## src/rtl/bufgctrl_seq.sv

```systemverilog
`timescale 1ns/1ps
// Control sequencer for a BUFGCTRL global clock mux: gate-off, select, gate-on
// switching with settle periods, plus automatic failover when the active source stops.
module bufgctrl_seq #(
    parameter int SETTLE_CYCLES = 8
) (
    input  logic       clk,
    input  logic       rst,
    input  logic       req_valid,
    input  logic       req_sel,
    output logic       req_ready,
    input  logic       alive0,
    input  logic       alive1,
    output logic       ce0,
    output logic       ce1,
    output logic       s0,
    output logic       s1,
    output logic       ignore0,
    output logic       ignore1,
    output logic       cur_sel,
    output logic       busy,
    output logic       done,
    output logic       err,
    output logic       failover,
    output logic [7:0] switch_count
);

    localparam int CW = $clog2(SETTLE_CYCLES + 1);
    localparam logic [CW-1:0] CNT_LAST = CW'(SETTLE_CYCLES);
    localparam logic [CW-1:0] CNT_ONE  = CW'(1);

    typedef enum logic [1:0] {
        IDLE    = 2'd0,
        DISABLE = 2'd1,
        SELECT  = 2'd2,
        ENABLE  = 2'd3
    } state_t;

    state_t        state, state_n;
    logic [CW-1:0] cnt, cnt_n;
    logic          tgt, tgt_n;
    logic          cur_n;
    logic [1:0]    alive;
    logic          fo_cond;
    logic [1:0]    ce_n, s_n, ign_n;
    logic          busy_n, done_n, err_n, fo_n;
    logic [7:0]    count_n;

    assign alive     = {alive1, alive0};
    assign fo_cond   = !alive[cur_sel] && alive[~cur_sel];
    assign req_ready = (state == IDLE) && !fo_cond;

    always_comb begin
        state_n = state;
        cnt_n   = cnt;
        tgt_n   = tgt;
        cur_n   = cur_sel;
        count_n = switch_count;
        done_n  = 1'b0;
        err_n   = 1'b0;
        fo_n    = 1'b0;

        case (state)
            IDLE: begin
                if (fo_cond) begin
                    state_n = DISABLE;
                    cnt_n   = CNT_ONE;
                    tgt_n   = ~cur_sel;
                    fo_n    = 1'b1;
                end else if (req_valid) begin
                    if (req_sel == cur_sel) begin
                        done_n = 1'b1;
                    end else if (!alive[req_sel]) begin
                        err_n = 1'b1;
                    end else begin
                        state_n = DISABLE;
                        cnt_n   = CNT_ONE;
                        tgt_n   = req_sel;
                    end
                end
            end
            DISABLE: begin
                if (cnt == CNT_LAST) state_n = SELECT;
                else                 cnt_n   = cnt + CNT_ONE;
            end
            SELECT: begin
                state_n = ENABLE;
                cnt_n   = CNT_ONE;
            end
            ENABLE: begin
                if (cnt == CNT_LAST) begin
                    state_n = IDLE;
                    cur_n   = tgt;
                    done_n  = 1'b1;
                    count_n = switch_count + 8'd1;
                end else begin
                    cnt_n = cnt + CNT_ONE;
                end
            end
            default: state_n = IDLE;
        endcase

        // BUFGCTRL controls are decoded from the next state so they leave as flop outputs.
        ce_n  = 2'b00;
        s_n   = 2'b00;
        ign_n = 2'b00;
        case (state_n)
            IDLE: begin
                ce_n[cur_n] = 1'b1;
                s_n[cur_n]  = 1'b1;
            end
            DISABLE: begin
                s_n[cur_n]   = 1'b1;
                ign_n[cur_n] = 1'b1;
            end
            SELECT: begin
                s_n[tgt_n]   = 1'b1;
                ign_n[cur_n] = 1'b1;
            end
            ENABLE: begin
                ce_n[tgt_n]  = 1'b1;
                s_n[tgt_n]   = 1'b1;
                ign_n[cur_n] = 1'b1;
            end
            default: begin
                ce_n = 2'b00;
            end
        endcase
        busy_n = (state_n != IDLE);
    end

    always_ff @(posedge clk) begin
        if (rst) begin
            state        <= IDLE;
            cnt          <= '0;
            tgt          <= 1'b0;
            cur_sel      <= 1'b0;
            ce0          <= 1'b1;
            ce1          <= 1'b0;
            s0           <= 1'b1;
            s1           <= 1'b0;
            ignore0      <= 1'b0;
            ignore1      <= 1'b0;
            busy         <= 1'b0;
            done         <= 1'b0;
            err          <= 1'b0;
            failover     <= 1'b0;
            switch_count <= 8'd0;
        end else begin
            state        <= state_n;
            cnt          <= cnt_n;
            tgt          <= tgt_n;
            cur_sel      <= cur_n;
            ce0          <= ce_n[0];
            ce1          <= ce_n[1];
            s0           <= s_n[0];
            s1           <= s_n[1];
            ignore0      <= ign_n[0];
            ignore1      <= ign_n[1];
            busy         <= busy_n;
            done         <= done_n;
            err          <= err_n;
            failover     <= fo_n;
            switch_count <= count_n;
        end
    end

endmodule

```

## config.mk

```make
export PLATFORM = sky130hd
export DESIGN_NAME = bufgctrl_seq
export DESIGN_NICKNAME = d
export VERILOG_FILES = /design/src/rtl/bufgctrl_seq.sv
export SDC_FILE = /design/constraint.sdc
export NUM_CORES = 1
export LEC_CHECK = 0
export ABC_AREA = 1
export CAP_MARGIN = 10
export CORE_AREA = 2 2 53 55
export DETAILED_ROUTE_END_ITERATION = 10
export DIE_AREA = 0 0 55 57
export PLACE_DENSITY = 0.82
export SLEW_MARGIN = 15
export SYNTH_ARGS = -nofsm -noshare
export SYNTH_HDL_FRONTEND = slang
export SYNTH_SLANG_ARGS = --single-unit
```

## constraint.sdc

```tcl
create_clock -name clk -period 4.5 [get_ports clk]
set_input_delay 0.675 -clock clk [delete_from_list [all_inputs] [get_ports clk]]
set_output_delay 0.675 -clock clk [all_outputs]
set_load 0.005 [all_outputs]
```

==> metrics.md <==
| Metric | Value |
|---|---|
| Register bit count reported by yosys | 26 |
| Met2 WL post-DR | approximately 1500 um |
| Reg power frac | between 40% and 50% |
| CTS Buf Count | 3 |
| Cells after Synth | 181 |
| Logic pwr share | around 18% |
| Largest regs | switch_count x8, cnt x4, state x2 |
| Number of global-route vias before repair | 1210 |
| Layout Utilization | 64.7% |
| Post-cts sizing count | 0 |
| Post-synth top area cell | dfxtp_1 |
| Starting Density | roughly 52% |
| PortBufs | 25 |
| Antenna-violating nets left | 0 |
| Clk root buf | clkbuf_4 |
| Vias/cell | 5.17 |
| Pins Over Slew Limit | 0 |
| Synth area leaders | dfxtp_1 (38%), nand2_1 (10%), ha_1 (10%) |
| Final wirelength | roughly 2900 um |
| Chip width | roughly 55 um |
| Layout area overhead | 24.6% |
| Main synth FF type | dfxtp_1 |
| RSZ-0062 raised after global routing | no |
| Global-route wire length before repair | about 4700 um |
| Die height | about 57 um |
| Leak Pwr | 0.781 nW |
| Final worst slack | around 1.7 ns |
| Clock share of power | between 30% and 40% |
| Hold depth | 2 |
| Hold Path Class | register to register |
| Post-synth top cells | nand2_1 (38), dfxtp_1 (26), inv_1 (25), a21oi_1 (12), nor2_1 (12) |
| Worst-Margin Slew | roughly 0.72 ns |
| Initial drt markers | 28 |
| Core Footprint | ~2600 um^2 |
| Crit path capture type | output pin |
| Sw Ratio | a little over a quarter |
| Max Used Layer | met4 |
| CTS max path bufs | 2 |
| Placer Congestion | slightly above 0.8 |
| Post-synth EDFFs | 0 |
| Slew Limit Headroom | between 50% and 60% |
| Setup bufs post-CTS | 0 |
| DR WL/cell | between 10 and 15 um |
| VDD IR max | between 200 and 250 uV |
| Fillers | between 200 and 250 |
| Gr usage total | about a fifth |
| Finish-stage setup viols | 0 |
| Reg area | ~520 um^2 |
| Hold Startpoint | switch_count[7] |
| Fin nets | 226 |
| Mean Syn Cell Area | approximately 7.5 um^2 |
| Ant. Diodes | 0 |
| WL met3 | 157 um |
| Die ar. | 3140 um^2 |
| Register-to-Register Path Depth | 15 |
| Dpl ws | 1.75 ns |
| Worst skew pair latency | 0.34 ns |
| MaxCap Viol Count | 0 |
| Grt ovf | 0 |
| Int Power | ~0.37 mW |
| Setup CP Type | input pin to output pin |
| Critical R2R Launch | state[0] |
| Yosys Warn Count | 0 |
| CTS Sinks | 26 |
| Pin count of the biggest net entering global routing | 20 |
| Status | complete, no violations |
| CTS tree | done |
| Critical path required time | about 3.8 ns |
| Fin crit share | between 60% and 70% |
| Post-synthesis sequential area ratio | 38.3% |
| # DRC | 0 |
| Sw Pwr | 0.134 mW |
| Largest register FFs | 8 |
| Hpwl dp | 2230 um |
| Fin Hold WS | a little over 0.5 ns |
| Core Rows | 19 |
| Share of synthesized registers carrying an async set or reset | 0% |
| Share of cells above drive strength 1 | 10.6% |
| M1 wire length | 1170 um |
| Hold_buf cts | 0 |
| Pwr/cell area | about 300 nW/um^2 |
| Final hold viol count | 0 |
| Initial DRT Pass Iterations | 4 |
| Minimum clock period | 2.75 ns |
| Setup Skew | 0.0129 ns |
| Fmax | 363 MHz |
| CP max FO | 4 |
| Crit path from | alive1 |
| Count leader, synth | nand2_1 |
| Syn nets | roughly 200 |
| Clk slew on worst S/H paths | 0.15 ns |
| Vias | 1236 |
| Startpoint types | input pin |
| Area occupied by multi-input gates | slightly above 700 um^2 |
| Reg with most FFs | switch_count |
| CP Data Arrival Time | 2.08 ns |
| Setup TNS | 0 ns |
| Top-area cell type share of the netlist area | between 30% and 40% |
| # H-tree levels | 1 |
| Synth cell types | 29 |
| Mapped cell area | 1360 um^2 |
| Initial antenna violation count | 0 |
| Ports | 26 |
## kinds of logic (layout without fill, tap and decap cells)
family,Yosys count,in the layout,share of synthesized area (%)
AOI/OAI and AO/OA,22,22,9.02
xor gates and xnor gates,4,4,2.58
adders and majority gates,11,11,10.1
buffers and inverters,33,60,9.48
DFF,26,26,38.3
and+or+nand+nor,85,85,30.5
## per-layer routing
layer / track usage (%) / vias to the layer above
li1: - / 628
met5: 0 / -
met4: 10.5 / 0
met3: 4.45 / 11
met2: 35.9 / 37
met1: 22.4 / 560
## worst max-delay path: stages
cell and delay, ns:
clkdlybuf4s50_1 0.52, inv_1 0.07, nand3_1 0.09, nand2_1 0.10
nor2_2 0.12, clkdlybuf4s50_1 0.51
## path summary, 6_finish.rpt
check / slack [ns] / end
min: 0.52 / switch_count[7]
min reg2reg: 0.52 / switch_count[7]
max reg2reg: 2.31 / s1
max: 1.75 / req_ready
## metrics by stage
stage	cell area, um^2	cells	total power, mW
6_report	1690	239	0.503
5_1_grt	1690	239	0.529
4_1_cts	1690	239	0.507
3_5_place_dp	1640	235	0.343
3_3_place_gp	1640	235	0.338
2_1_floorplan	1360	181	0.310
## final cells by class
cell class | instances | area share [%]
multi-input cells | 122 | 41.9
clock buffers | 3 | 1.33
flip-flops and latches | 26 | 30.7
well taps | 31 | 2.29
clock inverters | 1 | 1.77
inverters | 31 | 7.17
repair buffers | 25 | 14.8
## layout by cell type, fill, tap and decap left out
master and count:
xnor2_1 3, clkdlybuf4s50_1 25, inv_6 1, nand3_1 6, nor3_2 1, nor3_1 8, o21ai_1 1, o21ai_0 5
o21a_1 1, inv_1 25, ha_1 11, inv_2 4, nor2_1 12, nand4_1 7, nor2_4 1, nand2_4 3
a41oi_1 1, clkbuf_4 3, dfxtp_1 26, bufinv_16 1, a21oi_1 12, clkinv_1 1, nor3b_1 1, o211ai_1 1
xor2_1 1, nand2_1 38, nand2_2 4, o21ai_2 1, and3_1 1, nor2_2 3
## power by group through the flow
| stage | Clock (mW) | Sequential, mW | Combinational (mW) |
|---|---|---|---|
| 6_report | 0.164 | 0.248 | 0.0906 |
| 3_5_place_dp | 0 | 0.253 | 0.0901 |
| 3_3_place_gp | 0 | 0.252 | 0.0863 |
| 2_1_floorplan | 0 | 0.252 | 0.0576 |
| 5_1_grt | 0.175 | 0.250 | 0.104 |
| 4_1_cts | 0.167 | 0.248 | 0.0907 |
No activity file was read; power rests on OpenSTA's default activity.
